--- config.mk ---
export PLATFORM = sky130hd
export DESIGN_NAME = mux4_arbiter
export DESIGN_NICKNAME = d
export VERILOG_FILES = /design/src/rtl/mux4_pkg.sv /design/src/rtl/mux4_arbiter_rr_pick.sv /design/src/rtl/mux4_arbiter.sv
export SDC_FILE = /design/constraint.sdc
export NUM_CORES = 1
export LEC_CHECK = 0
export BUFFER_PORTS_ARGS = -buffer_cell sky130_fd_sc_hd__clkbuf_2
export CAP_MARGIN = 30
export CORE_MARGIN = 4
export CORE_UTILIZATION = 40
export CTS_CLUSTER_SIZE = 24
export DETAILED_ROUTE_END_ITERATION = 7
export GPL_ROUTABILITY_DRIVEN = 0
export PLACE_DENSITY = 0.7
export SLEW_MARGIN = 40
export SYNTH_ARGS = -nofsm -noshare
export SYNTH_HDL_FRONTEND = slang
export SYNTH_SLANG_ARGS = --single-unit
--- constraint.sdc ---
create_clock -name clk -period 2.45 [get_ports clk]
set_clock_uncertainty 0.1 [all_clocks]
set_input_delay 0.49 -clock clk [delete_from_list [all_inputs] [get_ports clk]]
set_output_delay 0.49 -clock clk [all_outputs]
set_load 0.005 [all_outputs]
--- src/rtl/mux4_pkg.sv ---
// Shared definitions for the four-way round-robin arbiter and its mux.
package mux4_pkg;

    // Number of requesters / mux inputs.
    localparam int NREQ = 4;

    // Width of the hold counter that tracks how long the current owner has held the mux.
    localparam int HOLD_W = 8;

    // Arbiter state encoding.
    typedef enum logic {
        IDLE = 1'b0,
        OWN  = 1'b1
    } state_t;

    // One-hot decode of a requester index.
    function automatic logic [NREQ-1:0] onehot4(input logic [1:0] idx);
        return 4'b0001 << idx;
    endfunction

endpackage

--- src/rtl/mux4_arbiter_rr_pick.sv ---
// Combinational round-robin search: starting one past the last granted
// index, return the first requester with its line set, in ascending wrap
// order. With excl set, the last granted index itself is skipped so that an
// expiring owner hands off to someone else.
module rr_pick
    import mux4_pkg::*;
(
    input  logic [NREQ-1:0] req,
    input  logic [1:0]      last,
    input  logic            excl,
    output logic [1:0]      win,
    output logic            found
);

    logic [1:0] idx;

    // Walk the wrap order from farthest to nearest so the nearest hit wins.
    always_comb begin
        win   = '0;
        found = 1'b0;
        idx   = '0;
        for (int k = NREQ; k >= 1; k--) begin
            idx = last + 2'(k);
            if (req[idx] && !(excl && (k == NREQ))) begin
                win   = idx;
                found = 1'b1;
            end
        end
    end

endmodule

--- src/rtl/mux4_arbiter.sv ---
// Four-way round-robin arbiter driving a 4:1 data mux. A requester keeps the
// mux while it asserts req; once others are waiting it is limited to SLOT
// consecutive cycles. Grant, select and valid are registered; the data path
// is purely combinational from the registered select.
module mux4_arbiter
    import mux4_pkg::*;
#(
    parameter int DW   = 4,
    parameter int SLOT = 8
) (
    input  logic               clk,
    input  logic               rstn,
    input  logic [NREQ-1:0]    req,
    input  logic [NREQ*DW-1:0] din,
    output logic [NREQ-1:0]    grant,
    output logic [1:0]         sel,
    output logic               valid,
    output logic [DW-1:0]      data
);

    state_t            state;
    logic [HOLD_W-1:0] hold;
    logic [1:0]        last;

    logic              cur_req;
    logic              others;
    logic              slot_hit;
    logic              excl;
    logic [1:0]        win;
    logic              found;

    // Hold counter increment that sticks at SLOT once reached.
    function automatic logic [HOLD_W-1:0] sat_inc(input logic [HOLD_W-1:0] cnt);
        if (cnt >= HOLD_W'(SLOT)) begin
            return HOLD_W'(SLOT);
        end
        return cnt + 1'b1;
    endfunction

    // Decode what the current owner and the other requesters are asking for.
    always_comb begin
        cur_req  = req[sel];
        others   = |(req & ~onehot4(sel));
        slot_hit = (hold == HOLD_W'(SLOT));
        excl     = (state == OWN);
    end

    rr_pick u_pick (
        .req   (req),
        .last  (last),
        .excl  (excl),
        .win   (win),
        .found (found)
    );

    // Arbitration FSM with registered grant, select, valid and hold counter.
    always_ff @(posedge clk or negedge rstn) begin
        if (!rstn) begin
            state <= IDLE;
            grant <= '0;
            sel   <= '0;
            valid <= 1'b0;
            hold  <= '0;
            last  <= 2'd3;
        end else begin
            case (state)
                IDLE: begin
                    if (found) begin
                        state <= OWN;
                        grant <= onehot4(win);
                        sel   <= win;
                        valid <= 1'b1;
                        hold  <= HOLD_W'(1);
                        last  <= win;
                    end
                end
                OWN: begin
                    if (req == '0) begin
                        // Release; sel keeps pointing at the previous owner.
                        state <= IDLE;
                        grant <= '0;
                        valid <= 1'b0;
                        hold  <= '0;
                    end else if (cur_req && !others) begin
                        hold <= sat_inc(hold);
                    end else if ((!cur_req || slot_hit) && found) begin
                        // Hand off directly to the next requester, no idle gap.
                        grant <= onehot4(win);
                        sel   <= win;
                        hold  <= HOLD_W'(1);
                        last  <= win;
                    end else begin
                        hold <= sat_inc(hold);
                    end
                end
                default: begin
                    state <= IDLE;
                    grant <= '0;
                    valid <= 1'b0;
                    hold  <= '0;
                end
            endcase
        end
    end

    // Output mux: selected source while a grant is active, zero otherwise.
    always_comb begin
        data = '0;
        if (valid) begin
            data = din[int'(sel)*DW +: DW];
        end
    end

endmodule

==> results.cfg, run 1 <==
[status]
status = finished, final reports clean

[cells_and_area]
design_area_mm2 = 0.00158
syn_to_final_growth_pct = 13.6
drive_gt1_share_pct = 39.7
fillers = 331
diodes = 0
layout.nets = 181
stdcell_count = 202

[worst_setup_path]
path_class = reg2out
cp-end-kind = output pin
startpoint_type = register
slowest_delay_ps = 540
cp_cell_sequence = buf_4 > mux4_1 > and2_1 > clkbuf_2
critical-path-top-delay-family = multiplexers
cp.arrival_ps = 1740
path_buf_inv = 2
crit_slowest_cell = mux4_1
crit_path_start = sel[0]$_DFFE_PN0P_
required_ps = 1860
critPathMaxFanout = 6
r2r_start = last[0]$_DFFE_PN1P_

[sta]
setup_viol = 0
fin_hold_ws_ps = 16.5
max_freq_mhz = 428
fin_crit_sh_pct = 95.3
rsz0062_at_grt = false
setup-tns-final_ps = 0
finalHoldViolCount = 0
slew_violations = 0
period_minus_slack_ps = 2330
relSlewSlack_pct = 60.5
tightest_slew_ps = 586
setup_slack_ps = 115

[floorplan]
die_w_um = 66.9
fp-row-count = 21
die_h_um = 66.9
dieArea_mm2 = 0.00448
coreArea_mm2 = 0.00334
boundaryPins = 33
start_util_pct = 41.6

[place]
postPlaceCellArea_mm2 = 0.00154
dp.cells = 198
dpl_worst_slack_ps = 232
hpwlAfterDp_mm = 2.38
port_buffers = 32

[synth]
synth-compound-area-share_pct = 22.3
ys_async_sr_fraction_pct = 100
synth_edf_count = 0
ys_warn_count = 0
ys_ff_latch = 18
yosys.area_share.adder_pct = 1.80
synth.mux.area_fraction_pct = 17.6
synth.most_common_cell = dfrtp_1
synth_cells = 127
synth-simple-area-share_pct = 18.6
synth_xor_area_share_pct = 0
synth.distinct_cells = 51
synth_fp_nets = 151
yosysTopAreaCell = dfrtp_1
synth_commonest_cells = dfrtp_1, a21oi_1, and2_1, nor2_1, inv_1
synth.cell_area_mm2 = 0.00139
synthFlopType = dfrtp_1
synth_top_family_by_area = compound AO/OA/AOI/OAI gates
synth_area_per_cell_um2 = 10.9
ys_seq_area_share_pct = 32.6
yosysTopAreaCellShare_pct = 28.8
netlist_top_cells_area = dfrtp_1, mux4_1, a21oi_1, mux2_4, buf_6

[clocking]
tritoncts = done
cts_repair_resize_count = 0
cts-buffers-inserted = 3
path_clk_slew_ps = 100
htreeDepth = 1
cts_root_buf = clkbuf_4
clock_latency_ps = 300
cts_sinks = 18
cts_hold_buf = 0
clk_path_buf_depth = 2
cts_setup_buffers = 0

[global_route]
antenna_found_initial = 0
grt_pass1_wl_mm = 5.14
grtUsageTotal_pct = 14.8
grt_pass1_vias = 1104
grt_max_degree = 19
grt-ovfl-total = 0

[worst_hold_path]
hold_path.class = in2async

[detailed_routing]
first_pass_iters = 4
route.detailed.drc = 0
vias_per_cell = 5.46
dr_total_vias = 1103
routed_wirelength_mm = 3.01
wl_per_cell_um = 14.9
drtIter0Drc = 106
drtAntennaViolNets = 0

[flow_run]
maxCapViolCount = 0

[power_and_ir_drop]
p_per_area_mw_per_mm2 = 1060
peakVddDrop_v = 0.000323
p_leak_nw = 0.705
[state kept, by name (all words and copies together) (netlist names)]
| signal | flops |
|---|---|
| valid | 1 |
| sel | 2 |
| hold | 8 |
| excl | 1 |
| grant | 4 |
| last | 2 |
[final cells by class]
class                           count  area [µm²]  area share (%)
Clock buffer                        4        36.3            2.30
Sequential cell                    18         453            28.7
Multi-Input combinational cell     94         837            53.1
Tap cell                           46        57.6            3.65
Timing Repair Buffer               33         168            10.6
Inverter                            7        26.3            1.67
[metrics by stage]
| step | utilization, % | total power, mW |
|---|---|---|
| 5_1_grt | 47.3 | 1.81 |
| 3_5_place_dp | 46.2 | 1.50 |
| 4_1_cts | 47.3 | 1.68 |
| 3_3_place_gp | 46.2 | 1.47 |
| 2_1_floorplan | - | 1.30 |
| 6_report | 47.3 | 1.67 |
[power breakdown]
group	switching, mW	total [mW]	internal, mW
combinational	0.420	0.930	0.510
sequential	0.142	0.554	0.413
clock	0.0960	0.187	0.0907
total	0.658	1.67	1.01
[logic make-up (layout without fill, tap and decap cells)]
family,count (synthesis),after routing
simple gates,41,41
fa+ha+maj,2,2
compound gates,38,38
buf+inv,15,44
mux,13,13
flops,18,18
[worst reg2reg max path: cells and delay by family (launching register included)]
family / cells / cell delay, ps
compound gates: 4 / 790
flops: 1 / 640
mux: 1 / 530
[final timing paths]
check                                            end  slack, ps  cells past startpoint
min in group clk                grant[1]$_DFFE_PN0P_        420                      1
worst min register to register  grant[1]$_DFFE_PN0P_        420                      1
worst max register to register  grant[0]$_DFFE_PN0P_        270                      5
worst min-delay path            grant[1]$_DFFE_PN0P_         20                      1
max in group asynchronous        last[0]$_DFFE_PN1P_       1900                      1
worst max-delay path                         data[0]        120                      4
[cell usage in the layout, fill, tap and decap left out, types with 2 or more instances in the layout]
master	n
clkbuf_2	32
dfrtp_1	16
a21oi_1	14
and2_1	7
nor2_1	7
inv_1	6
nor3_1	5
mux4_1	4
nand2_1	4
mux2_4	4
mux2_2	3
nand3_1	3
o21ai_0	3
a211o_1	3
clkbuf_4	3
mux4_2	2
nand2b_1	2
a2bb2oi_1	2
a211oi_2	2
ha_1	2
dfstp_2	2
[per-layer routing]
layer  wire length, µm  share of wire [%]  track usage [%]
met5                 0                  0                0
met4                37                1.2             5.32
met2              1400                 47             25.0
met3               263                8.7             2.87
met1              1300                 43             18.7
(Power assumes the default switching activity.)
==> run 2: changes to the inputs <==
==> constraint.sdc (replaced) <==
create_clock -name clk -period 2.45 [get_ports clk]
set_clock_uncertainty 0.1 [all_clocks]
set_input_delay 0.1225 -clock clk [delete_from_list [all_inputs] [get_ports clk]]
set_output_delay 0.1225 -clock clk [all_outputs]
set_load 0.005 [all_outputs]
==> results.cfg, run 2 (synthesized netlist as in run 1, its figures left out) <==
[detailed_routing]
drtIter0Drc = 110
wl_per_cell_um = 15.4
first_pass_iters = 4
routed_wirelength_mm = 3.13
dr_total_vias = 1140
route.detailed.drc = 0
drtAntennaViolNets = 0
vias_per_cell = 5.62

[place]
hpwlAfterDp_mm = 2.45
dpl_worst_slack_ps = 312
port_buffers = 32
dp.cells = 198

[sta]
finalHoldViolCount = 0
period_minus_slack_ps = 2150
slew_violations = 0
setup-tns-final_ps = 0
setup_slack_ps = 302
tightest_slew_ps = 583
relSlewSlack_pct = 60.5
fin_hold_ws_ps = 194
setup_viol = 0
fin_crit_sh_pct = 87.7
rsz0062_at_grt = false
max_freq_mhz = 466

[global_route]
grt_max_degree = 19
grt_pass1_vias = 1115
grt-ovfl-total = 0
grt_pass1_wl_mm = 5.02
antenna_found_initial = 0
grtUsageTotal_pct = 14.7

[clocking]
cts-buffers-inserted = 3
cts_sinks = 18
tritoncts = done
clk_path_buf_depth = 2
clock_latency_ps = 300
cts_repair_resize_count = 0
path_clk_slew_ps = 110
cts_root_buf = clkbuf_4
htreeDepth = 1

[worst_setup_path]
cp-end-kind = register
critPathMaxFanout = 9
path_class = reg2reg
reg2reg_depth = 5
r2r_start = last[0]$_DFFE_PN1P_
startpoint_type = register
r2r_slack_ps = 300
timing.rr.end = grant[2]$_DFFE_PN0P_
cp.arrival_ps = 2230
required_ps = 2530

[power_and_ir_drop]
p_leak_nw = 0.709
peakVddDrop_v = 0.000332
p_per_area_mw_per_mm2 = 1060

[floorplan]
dieArea_mm2 = 0.00448
start_util_pct = 41.6
coreArea_mm2 = 0.00334
boundaryPins = 33
die_h_um = 66.9
fp-row-count = 21
die_w_um = 66.9

[cells_and_area]
largest-register = hold
layout.nets = 182
stdcell_count = 203
diodes = 0
fillers = 324
final_common_cell = clkbuf_2
drive_gt1_share_pct = 39.5
syn_to_final_growth_pct = 14.3
final_cell_mix = clkbuf_2, dfrtp_1, a21oi_1
reg_top3 = hold (8), grant (4)
largest_reg_flops = 8

[flow_run]
maxCapViolCount = 0

[worst_hold_path]
hold_path.class = in2async

[status]
status = finished, final reports clean
[run 2: per-stage QoR]
step                utilization [%]  total power [mW]  cell area (µm²)
global route                   47.6              1.81             1590
CTS                            47.6              1.70             1590
global placement               46.2              1.47             1540
finish                         47.6              1.68             1590
floorplan                         -              1.30             1390
detailed placement             46.2              1.51             1540
[run 2: cell type report]
class	instances	area [µm²]	area share [%]
multi-input combinational	94	837	52.7
inverter	7	26.3	1.65
clock buffer	4	36.3	2.29
timing repair buffer	34	178	11.2
tap	46	57.6	3.62
sequential	18	453	28.5
[run 2: worst max path at each step]
stage	start	endpoint	cells after the start	slack, ps
after floorplan	last[0]$_DFFE_PN1P_	grant[1]$_DFFE_PN0P_	6	400
after global placement	hold[6]$_DFFE_PN0P_	sel[1]$_DFFE_PN0P_	5	330
after detailed placement	last[0]$_DFFE_PN1P_	grant[2]$_DFFE_PN0P_	5	310
after CTS	last[0]$_DFFE_PN1P_	grant[2]$_DFFE_PN0P_	5	290
after global routing	last[0]$_DFFE_PN1P_	grant[2]$_DFFE_PN0P_	5	150
final	last[0]$_DFFE_PN1P_	grant[2]$_DFFE_PN0P_	5	300
[run 2: repair_timing]
action | in CTS | in global routing
buffers inserted | 0 | 0
hold buffers | 1 | 0
endpoints found under the hold margin | 18 | 0
[run 2: metal layers]
| metal | routed length (µm) | up-vias | GRT usage, % | part of all wire [%] |
|---|---|---|---|---|
| li1 | - | 542 | - | - |
| met3 | 245 | 6 | 2.36 | 7.8 |
| met5 | 0 | - | 0 | 0 |
| met2 | 1460 | 46 | 25.7 | 46 |
| met4 | 57 | 0 | 7.34 | 1.8 |
| met1 | 1370 | 546 | 17.2 | 44 |
[run 2: report_power, final]
part	total (mW)	switching (mW)	internal [mW]	leakage, nW
Combinational	0.937	0.427	0.510	0.464
Sequential	0.560	0.148	0.412	0.224
Clock	0.185	0.0945	0.0906	0.0210
Total	1.68	0.669	1.01	0.709
[run 2: worst max-delay path, cell delays in order (launching register included)]
cell	delay (ps)
dfstp_2	640
mux4_2	530
o22ai_2	180
o21ai_0	250
a21oi_1	270
a211oi_2	70
